File: config.mk
export PLATFORM = sky130hd
export DESIGN_NAME = fp_normalize
export DESIGN_NICKNAME = d
export VERILOG_FILES = /design/src/rtl/fp_norm_pkg.sv /design/src/rtl/fp_norm_lzc.sv /design/src/rtl/fp_normalize.sv
export SDC_FILE = /design/constraint.sdc
export NUM_CORES = 1
export LEC_CHECK = 0
export BUFFER_PORTS_ARGS = -buffer_cell sky130_fd_sc_hd__buf_2
export CORE_MARGIN = 1.5
export CORE_UTILIZATION = 60
export CTS_BUF_LIST = sky130_fd_sc_hd__clkbuf_4
export DETAILED_ROUTE_END_ITERATION = 8
export PLACE_DENSITY = 0.92
export SETUP_SLACK_MARGIN = 0.3
export SLEW_MARGIN = 10
export SYNTH_ARGS = -nofsm -noshare
export SYNTH_HDL_FRONTEND = slang
export SYNTH_SLANG_ARGS = --single-unit
File: constraint.sdc
create_clock -name clk -period 5.2 [get_ports clk]
set_input_delay 0.78 -clock clk [delete_from_list [all_inputs] [get_ports clk]]
set_output_delay 0.78 -clock clk [all_outputs]
set_load 0.01 [all_outputs]
File: src/rtl/fp_norm_pkg.sv
// Shared defaults and stage payload layout for the fp_normalize pipeline.
package fp_norm_pkg;

    localparam int unsigned DEF_WID  = 64;
    localparam int unsigned DEF_EXPW = 11;
    localparam int unsigned DEF_LZW  = $clog2(DEF_WID + 1);

    typedef struct packed {
        logic [DEF_WID-1:0]  man;
        logic [DEF_EXPW-1:0] exp;
        logic [DEF_LZW-1:0]  lz;
        logic                zero;
        logic                denorm;
    } fp_norm_stage_t;

endpackage

File: src/rtl/fp_norm_lzc.sv
// Combinational leading-zero counter; an all-zero input reports WID.
module fp_norm_lzc
    import fp_norm_pkg::*;
#(
    parameter int unsigned WID = DEF_WID,
    parameter int unsigned LZW = $clog2(WID + 1)
) (
    input  logic [WID-1:0] man_i,
    output logic [LZW-1:0] lz_o
);

    // Scanning upward, the last set bit seen is the most significant one.
    always_comb begin
        lz_o = LZW'(WID);
        for (int unsigned i = 0; i < WID; i++) begin
            if (man_i[i]) begin
                lz_o = LZW'(WID - 1 - i);
            end
        end
    end

endmodule

File: src/rtl/fp_normalize.sv
// Three-stage mantissa normalizer (register, count, shift/adjust) with valid/ready flow.
// Optional saturating zero/denorm beat counters under FP_NORMALIZE_STATS_EN.
module fp_normalize
    import fp_norm_pkg::*;
#(
    parameter int unsigned WID  = DEF_WID,
    parameter int unsigned EXPW = DEF_EXPW,
    parameter int unsigned LZW  = $clog2(WID + 1)
) (
    input  logic            clk,
    input  logic            rst,
    input  logic            ce,
    input  logic            i_valid,
    output logic            i_ready,
    input  logic [WID-1:0]  i_man,
    input  logic [EXPW-1:0] i_exp,
    output logic            o_valid,
    input  logic            o_ready,
    output logic [WID-1:0]  o_man,
    output logic [EXPW-1:0] o_exp,
    output logic [LZW-1:0]  o_lz,
    output logic            o_zero,
    output logic            o_denorm
`ifdef FP_NORMALIZE_STATS_EN
    ,
    output logic [31:0]     o_cnt_zero,
    output logic [31:0]     o_cnt_denorm
`endif
);

    typedef struct packed {
        logic [WID-1:0]  man;
        logic [EXPW-1:0] exp;
        logic [LZW-1:0]  lz;
        logic            zero;
        logic            denorm;
    } stage_t;

    logic            s1_v_q, s1_v_d, s2_v_q, s2_v_d, s3_v_q, s3_v_d;
    logic [WID-1:0]  s1_man_q, s1_man_d, s2_man_q, s2_man_d;
    logic [EXPW-1:0] s1_exp_q, s1_exp_d, s2_exp_q, s2_exp_d;
    logic [LZW-1:0]  s2_lz_q, s2_lz_d, lz_c;
    stage_t          s3_q, s3_d, res_c;
    logic            s3_free, s2_free, s1_adv, s2_adv, i_fire, o_fire;
    logic [EXPW:0]   diff_c;
    logic [LZW-1:0]  sh_c;

    fp_norm_lzc #(.WID(WID), .LZW(LZW)) u_lzc (
        .man_i (s1_man_q),
        .lz_o  (lz_c)
    );

    // A stage is free when empty or when everything below it drains this cycle.
    always_comb begin
        s3_free = !s3_v_q || o_ready;
        s2_free = !s2_v_q || s3_free;
        s1_adv  = ce && s1_v_q && s2_free;
        s2_adv  = ce && s2_v_q && s3_free;
        i_ready = !s1_v_q || s1_adv;
        i_fire  = ce && i_valid && i_ready;
        o_fire  = ce && s3_v_q && o_ready;
    end

    always_comb begin
        diff_c = {1'b0, s2_exp_q} - (EXPW+1)'(s2_lz_q);
        sh_c   = (s2_exp_q == '0) ? '0 : LZW'(s2_exp_q - 1'b1);
        res_c  = '0;
        if (s2_lz_q == LZW'(WID)) begin
            res_c.lz   = s2_lz_q;
            res_c.zero = 1'b1;
        end else if (!diff_c[EXPW] && (diff_c != '0)) begin
            res_c.man = s2_man_q << s2_lz_q;
            res_c.exp = diff_c[EXPW-1:0];
            res_c.lz  = s2_lz_q;
        end else begin
            res_c.man    = s2_man_q << sh_c;
            res_c.lz     = sh_c;
            res_c.denorm = 1'b1;
        end
    end

    always_comb begin
        s1_v_d   = i_fire || (s1_v_q && !s1_adv);
        s2_v_d   = s1_adv || (s2_v_q && !s2_adv);
        s3_v_d   = s2_adv || (s3_v_q && !o_fire);
        s1_man_d = i_fire ? i_man : s1_man_q;
        s1_exp_d = i_fire ? i_exp : s1_exp_q;
        s2_man_d = s1_adv ? s1_man_q : s2_man_q;
        s2_exp_d = s1_adv ? s1_exp_q : s2_exp_q;
        s2_lz_d  = s1_adv ? lz_c : s2_lz_q;
        s3_d     = s2_adv ? res_c : s3_q;
    end

    always_ff @(posedge clk) begin
        if (rst) begin
            s1_v_q   <= 1'b0;
            s2_v_q   <= 1'b0;
            s3_v_q   <= 1'b0;
            s1_man_q <= '0;
            s1_exp_q <= '0;
            s2_man_q <= '0;
            s2_exp_q <= '0;
            s2_lz_q  <= '0;
            s3_q     <= '0;
        end else begin
            s1_v_q   <= s1_v_d;
            s2_v_q   <= s2_v_d;
            s3_v_q   <= s3_v_d;
            s1_man_q <= s1_man_d;
            s1_exp_q <= s1_exp_d;
            s2_man_q <= s2_man_d;
            s2_exp_q <= s2_exp_d;
            s2_lz_q  <= s2_lz_d;
            s3_q     <= s3_d;
        end
    end

    assign o_valid  = s3_v_q;
    assign o_man    = s3_q.man;
    assign o_exp    = s3_q.exp;
    assign o_lz     = s3_q.lz;
    assign o_zero   = s3_q.zero;
    assign o_denorm = s3_q.denorm;

`ifdef FP_NORMALIZE_STATS_EN
    logic [31:0] cnt_zero_q, cnt_zero_d, cnt_denorm_q, cnt_denorm_d;

    always_comb begin
        cnt_zero_d   = cnt_zero_q;
        cnt_denorm_d = cnt_denorm_q;
        if (o_fire && s3_q.zero && (cnt_zero_q != '1)) begin
            cnt_zero_d = cnt_zero_q + 32'd1;
        end
        if (o_fire && s3_q.denorm && (cnt_denorm_q != '1)) begin
            cnt_denorm_d = cnt_denorm_q + 32'd1;
        end
    end

    always_ff @(posedge clk) begin
        if (rst) begin
            cnt_zero_q   <= '0;
            cnt_denorm_q <= '0;
        end else begin
            cnt_zero_q   <= cnt_zero_d;
            cnt_denorm_q <= cnt_denorm_d;
        end
    end

    assign o_cnt_zero   = cnt_zero_q;
    assign o_cnt_denorm = cnt_denorm_q;
`endif

endmodule

# Word level (Yosys, flattened, before mapping)
# Index checks and enable logic that the tools add are counted.
# totals
elab_cells,118
register_bits,244
n_memories,0
romBits,0
out_inout_bits,86
latch_bits,0
mem_bits_rw,0
inputBits,80
# op_classes
addsub,2
n_reduce_logical,27
n_mul,0
n_eq_ne,1
div,0
shifts,2
n_mux,73
order_cmp,0
n_bitwise,0
# ops
cell,count
2-to-1 mux 7 bit,67
left shift 64 x 7 -> 64 bit,2
2-to-1 mux 75 bit,1
2-to-1 mux 64 bit,1
logical AND 1 bit,12
nonzero test 12 bit,1
subtractor 11 x 7 -> 12 bit,1
logical NOT 11 bit,1
2-to-1 mux 11 bit,1
== test 7 bit (second input constant),1
logical NOT 1 bit,7
subtractor 7 x 1 -> 7 bit (second input constant),1
logical OR 1 bit,6
2-to-1 mux 1 bit,3

# Logic depth before layout (Yosys ltp)
# logic_depth
ltp_word,64
depth_mapped,21
depth_no_buf,15

# Hierarchy
# From an unflattened synthesis, not the netlist that was laid out.
# hier_totals
hier_cells,2181
hier_area_um2,15925.3
# modules_own_cells
mod,seq_area_each_um2,area_per_inst_um2,instances,cells_per_inst
fp_normalize,4884.7,15065.7,1,2034
fp_norm_lzc,0.0,859.6,1,147

# Worst setup path after synthesis
# Ideal clock, no wire load.
# synth_path
kind,register to register
startpoint,reg s2_exp_q[0]
endpoint,"reg s3_q, in the netlist o_man[60]"
setup_ps,133
stages_incl_launch_ff,17
n_path_buf,1
t_required_ps,5067
arrival_time_ps,4307
setup_slack_ps,761
synth_period_minus_slack_ps,4439
path_cell_list,dfxtp_1 -> inv_1 -> ha_1 -> fa_1 -> nand2b_1 -> a21oi_1 -> xor2_1 -> or4_1 -> clkbuf_2 -> o31ai_4 -> mux2i_1 -> nor2_2 -> and3_1 -> a221o_1 -> mux4_2 -> a32oi_1 -> a31oi_1
# synth_via
elab_chain_cells,5
elab_cells_between_ends,10
classes_between,2 x add/sub; 1 x shift; 3 x mux; 4 x reduce/logical
# synth_rtl
element,line,source
from (decl),fp_normalize.sv:41,"logic [EXPW-1:0] s1_exp_q, s1_exp_d, s2_exp_q, s2_exp_d;"
from (signal assigned),fp_normalize.sv:112,s2_exp_q <= s2_exp_d;
"subtractor 7 x 1 -> 7 bit, or another cell as far along",fp_normalize.sv:66,sh_c = (s2_exp_q == '0) ? '0 : LZW'(s2_exp_q - 1'b1);
"2-to-1 mux 7 bit, or another cell as far along",fp_normalize.sv:66,
left shift 64 x 7 -> 64 bit or logical AND 1 bit (tied branches),"fp_normalize.sv:76, fp_normalize.sv:71",
2-to-1 mux 64 bit (*),fp_normalize.sv:71,end else if (!diff_c[EXPW] && (diff_c != '0)) begin
2-to-1 mux 75 bit (*),fp_normalize.sv:68,if (s2_lz_q == LZW'(WID)) begin
to (signal assigned),fp_normalize.sv:104,s3_q <= '0;
to (signal assigned),fp_normalize.sv:114,s3_q <= s3_d;
to (decl),fp_normalize.sv:43,"stage_t s3_q, s3_d, res_c;"
# Every way passes the cells marked *; elsewhere a longest branch is shown, timed or not.
# A chain may end at the register's enable or synchronous reset.

# Worst setup path in the final report
# layout_path
startpoint,reg s2_lz_q[3]
endpoint,"reg s3_q, in the netlist o_man[62]"
# layout_via
elab_chain_cells,5
elab_cells_between_ends,8
classes_between,1 x add/sub; 1 x eq/ne; 1 x shift; 2 x mux; 3 x reduce/logical
# layout_rtl
element,line,source
from (decl),fp_normalize.sv:42,"logic [LZW-1:0] s2_lz_q, s2_lz_d, lz_c;"
from (signal assigned),fp_normalize.sv:113,s2_lz_q <= s2_lz_d;
subtractor 11 x 7 -> 12 bit,fp_normalize.sv:65,"diff_c = {1'b0, s2_exp_q} - (EXPW+1)'(s2_lz_q);"
nonzero test 12 bit or logical NOT 1 bit (tied branches),fp_normalize.sv:71,
logical AND 1 bit,fp_normalize.sv:71,
2-to-1 mux 64 bit,fp_normalize.sv:71,
2-to-1 mux 75 bit (*),fp_normalize.sv:68,
# Marked as above.

==> implementation parameters <==
Parameter                              Value

Timing
  Max-slew headroom ... 25.2%
  Highest attainable clock frequency ... 210 MHz
  Final number of hold-violating endpoints ... 0
  Clock period minus final worst setup slack ... 4.77 ns
  Layout Skew ... 0.0445 ns
  Fin crit share ... 91.7%
  Final Slew Violations ... 0
  Number of failing setup endpoints in the final timing report ... 0
  Transition at the pin with the smallest max-transition slack ... 1.11 ns
  RSZ-0062 raised after global routing ... no
  Final TNS setup ... 0 ns

Die
  IO Count ... 166
  Die area ... 24700 um2
  Starting utilization of the core area ... 61.0%
  Floorplan row count ... 56
  Area of the core region ... 23400 um2
  Die Span Y ... 157 um
  Overall die width ... 157 um

Route
  Number of violations reported at the end of detailed-routing iteration 0 ... 2206
  Drt drc ... 0
  Total Routed Length ... 51.0 mm
  Number of nets still failing antenna checks after routing ... 0
  Via Count ... 16400
  Routed WL per cell ... 20.4 um
  Drt first pass iters ... 8
  Via density per instance ... 6.56

Yosys
  Mapped cell area ... 14300 um2
  Synthesized area per cell ... 7.28 um2
  Cell count after synthesis ... 1959
  Top_reg_cell synth ... sky130_fd_sc_hd__dfxtp_1
  Cell variety after synth ... 85
  Area contributors post-synth ... sky130_fd_sc_hd__dfxtp_1 (34%), sky130_fd_sc_hd__nand2_1 (11%), sky130_fd_sc_hd__a21oi_1 (8.7%)
  Async set or reset register ratio after synthesis ... 0%
  Number of synthesized register bits ... 244
  Share of the synthesized area in the top cell type ... 34.2%
  Leading area contributor after synthesis ... sky130_fd_sc_hd__dfxtp_1
  Sequential share of the synthesized area ... 34.2%
  Synthesis Warnings ... 0
  Net count of the mapped netlist ... 2049
  EDFF count, synth ... 0

Pwr
  Worst supply voltage drop on vdd ... 0.244 mV
  Power density relative to cell area ... 363 nW/um2
  Pwr Total ... 0.00604 W
  Reported leakage power ... 6.32 nW

Global route
  Gr ovfl total ... 0
  Busiest metal layer after global routing ... met2
  Initial antenna violation count ... 1
  Met1 demand-to-capacity share in global routing ... 54.6%
  Global routing usage summed across all routing layers ... 40.6%
  Vias in the first global route ... 14700
  Met2 routing resource usage after global routing ... 61.8%
  Maximum number of pins on one net before global-route repair ... 95
  Wire length of the first global-routing pass ... 79.7 mm
  Global routing usage on met3 ... 10.4%

Finish
  Final instance count without filler cells ... 2500
  Final-layout fill cell count ... 1962
  Proportion of layout cells with a drive suffix above 1 ... 19.0%
  Growth of design area from synthesis to finish ... 16.7%
  Final nets ... 2218
  Final design utilization ... 71.2%

Setup path
  Endpoint kind of the worst setup timing path ... flip-flop
  Startpoint kind of the worst setup timing path ... flip-flop
  Required time at the worst-slack endpoint ... 5.87 ns
  Worst setup path class ... reg -> reg
  Worst endpoint data arrival time ... 5.44 ns
  Maximum fanout along the worst path ... 19

Clocking
  Clock tree from TritonCTS ... built
  CTS Sinks ... 244
  Max Root-Sink Buffers ... 3
  Clock buffers created by TritonCTS ... 61
  Clk root buf ... sky130_fd_sc_hd__clkbuf_4
  Post-CTS clock slew at the launch and capture registers of the worst setup and hold paths ... 0.07 ns
  Later-pin clock latency in the skew report ... 0.75 ns
  Clock H-tree levels ... 2

Placed design
  Gp weighted congestion ... 1.03
  Placed Cells ... 2375
  Count of input and output buffers ... 165
  Post-DP HPWL ... 36.9 mm

Outcome
  Outcome ... completed

Worst hold path
  Min-Delay Path Class ... in -> reg

Job
  # Max-Cap Violations ... 0
==> Yosys cell counts (5+ instances only) <==
cell and n:
sky130_fd_sc_hd__nand2_1 429, sky130_fd_sc_hd__a21oi_1 248, sky130_fd_sc_hd__dfxtp_1 244, sky130_fd_sc_hd__nor2_1 147, sky130_fd_sc_hd__clkbuf_1 108, sky130_fd_sc_hd__a211oi_1 92
sky130_fd_sc_hd__o21ai_0 73, sky130_fd_sc_hd__a22oi_1 67, sky130_fd_sc_hd__inv_1 59, sky130_fd_sc_hd__a31oi_1 47, sky130_fd_sc_hd__mux2i_1 46, sky130_fd_sc_hd__nor4_1 34
sky130_fd_sc_hd__nor3_1 30, sky130_fd_sc_hd__buf_2 27, sky130_fd_sc_hd__nand3_1 23, sky130_fd_sc_hd__o211ai_1 18, sky130_fd_sc_hd__a21o_1 16, sky130_fd_sc_hd__nand2b_1 14
sky130_fd_sc_hd__a221oi_1 13, sky130_fd_sc_hd__o31ai_1 13, sky130_fd_sc_hd__o22ai_1 12, sky130_fd_sc_hd__mux2_2 11, sky130_fd_sc_hd__a22o_1 10, sky130_fd_sc_hd__buf_1 10
sky130_fd_sc_hd__ha_1 9, sky130_fd_sc_hd__a222oi_1 8, sky130_fd_sc_hd__and2_1 8, sky130_fd_sc_hd__a2bb2oi_1 7, sky130_fd_sc_hd__a32oi_1 7, sky130_fd_sc_hd__o221ai_1 7
sky130_fd_sc_hd__o32ai_1 7, sky130_fd_sc_hd__and3_1 5, sky130_fd_sc_hd__o21bai_1 5, sky130_fd_sc_hd__or4_1 5
==> where the power goes <==
| part | leakage [nW] | switching, W | total [W] | internal, W |
|---|---|---|---|---|
| clock | 0.497 | 0.000815 | 0.00176 | 0.000944 |
| combinational | 3.85 | 0.00140 | 0.00222 | 0.000830 |
| sequential | 1.98 | 0.0000901 | 0.00206 | 0.00197 |
==> registers in the layout (all words and copies together), names as in the netlist <==
register,count
o_valid,1
s1_exp_q,11
o_man,64
s2_v_q,1
o_denorm,1
s2_exp_q,11
o_lz,7
s1_v_q,1
o_zero,1
s2_man_q,64
s1_man_q,64
o_exp,11
s2_lz_q,7
==> area by class of cell <==
class / count / area [um2] / share of cell area (%)
sequential: 244 / 4890 / 29.3
antenna: 1 / 2.50 / 0.0150
tap: 319 / 399 / 2.40
multi-input combinational: 1507 / 8690 / 52.2
timing repair buffer: 255 / 1600 / 9.59
clock inverter: 33 / 245 / 1.47
clock buffer: 82 / 616 / 3.70
inverter: 59 / 221 / 1.33
==> cell families after synthesis <==
family	after synthesis	synth area share, %
AO/OA/AOI/OAI	703	32.2
adder cells (fa/ha/maj)	10	0.930
AND/OR/NAND/NOR	725	21.6
multiplexers	61	4.67
buffers and inverters	209	5.90
flip-flops	244	34.2
XOR/XNOR	7	0.430
==> critical path, stage by stage, from the launching register on <==
cell and delay [ns]:
sky130_fd_sc_hd__dfxtp_1 0.49, sky130_fd_sc_hd__inv_1 0.10, sky130_fd_sc_hd__ha_1 0.37, sky130_fd_sc_hd__o21ai_0 0.17, sky130_fd_sc_hd__a21oi_1 0.50, sky130_fd_sc_hd__o21a_1 0.29
sky130_fd_sc_hd__a2bb2oi_2 0.31, sky130_fd_sc_hd__o32a_1 0.38, sky130_fd_sc_hd__and3_4 0.36, sky130_fd_sc_hd__buf_4 0.30, sky130_fd_sc_hd__a21oi_1 0.07, sky130_fd_sc_hd__a22oi_1 0.38
sky130_fd_sc_hd__nor2_1 0.12, sky130_fd_sc_hd__a2111oi_1 0.54, sky130_fd_sc_hd__a221oi_1 0.12, sky130_fd_sc_hd__a31oi_1 0.19
==> stage by stage <==
| step | hold WS (ns) | setup WS [ns] | area [um2] |
|---|---|---|---|
| 6_report | 0.265 | 0.430 | 16700 |
| 5_1_grt | 0.251 | 0.313 | 16700 |
| 3_5_place_dp | 0.444 | 0.219 | 15600 |
| 3_3_place_gp | 0.431 | 0.215 | 15600 |
| 2_1_floorplan | 0.432 | 0.761 | 14300 |
| 4_1_cts | 0.241 | 0.342 | 16500 |
==> worst paths after layout <==
| kind | from | end | slack, ns | cells past startpoint |
|---|---|---|---|---|
| worst min-delay path | i_exp[5] | s1_exp_q[5]$_SDFFE_PP0P_ | 0.26 | 3 |
| worst max-delay path | s2_lz_q[3]$_SDFFE_PP0P_ | o_man[62]$_SDFFE_PP0P_ | 0.43 | 15 |
| worst max register to register | s2_lz_q[3]$_SDFFE_PP0P_ | o_man[62]$_SDFFE_PP0P_ | 0.43 | 15 |
| worst min register to register | s1_exp_q[4]$_SDFFE_PP0P_ | s2_exp_q[4]$_SDFFE_PP0P_ | 0.46 | 2 |
==> what timing repair did <==
action / 4_1_cts / 5_1_grt
setup buffers: 0 / 8
resized for setup: 2 / 27
endpoints found under the hold margin: 0 / 0
hold buffers: 0 / 0
pin swaps: 0 / 8
setup endpoints to repair: 2 / 61
gates cloned: 0 / 1
==> metal layers <==
layer  part of all wire, %  up-vias
met2                    43     1159
met3                    12      162
li1                      -     7530
met4                   4.1        0
met1                    40     7541
met5                     0        -
==> cells in the final DEF (no fill, tap or decap), types with 10 or more instances in the layout <==
cell type and n:
sky130_fd_sc_hd__a211oi_1 91, sky130_fd_sc_hd__a21o_1 14, sky130_fd_sc_hd__a21oi_1 244, sky130_fd_sc_hd__a221oi_1 11, sky130_fd_sc_hd__a22o_1 10, sky130_fd_sc_hd__a22oi_1 67
sky130_fd_sc_hd__a31oi_1 45, sky130_fd_sc_hd__buf_2 164, sky130_fd_sc_hd__buf_4 81, sky130_fd_sc_hd__clkbuf_4 82, sky130_fd_sc_hd__clkinv_1 22, sky130_fd_sc_hd__dfxtp_1 243
sky130_fd_sc_hd__inv_1 59, sky130_fd_sc_hd__mux2_2 10, sky130_fd_sc_hd__mux2i_1 45, sky130_fd_sc_hd__nand2_1 428, sky130_fd_sc_hd__nand2b_1 14, sky130_fd_sc_hd__nand3_1 21
sky130_fd_sc_hd__nor2_1 144, sky130_fd_sc_hd__nor3_1 30, sky130_fd_sc_hd__nor4_1 32, sky130_fd_sc_hd__o211ai_1 18, sky130_fd_sc_hd__o21ai_0 70, sky130_fd_sc_hd__o22ai_1 12
sky130_fd_sc_hd__o31ai_1 11
No activity file was read; power rests on OpenSTA's default activity.
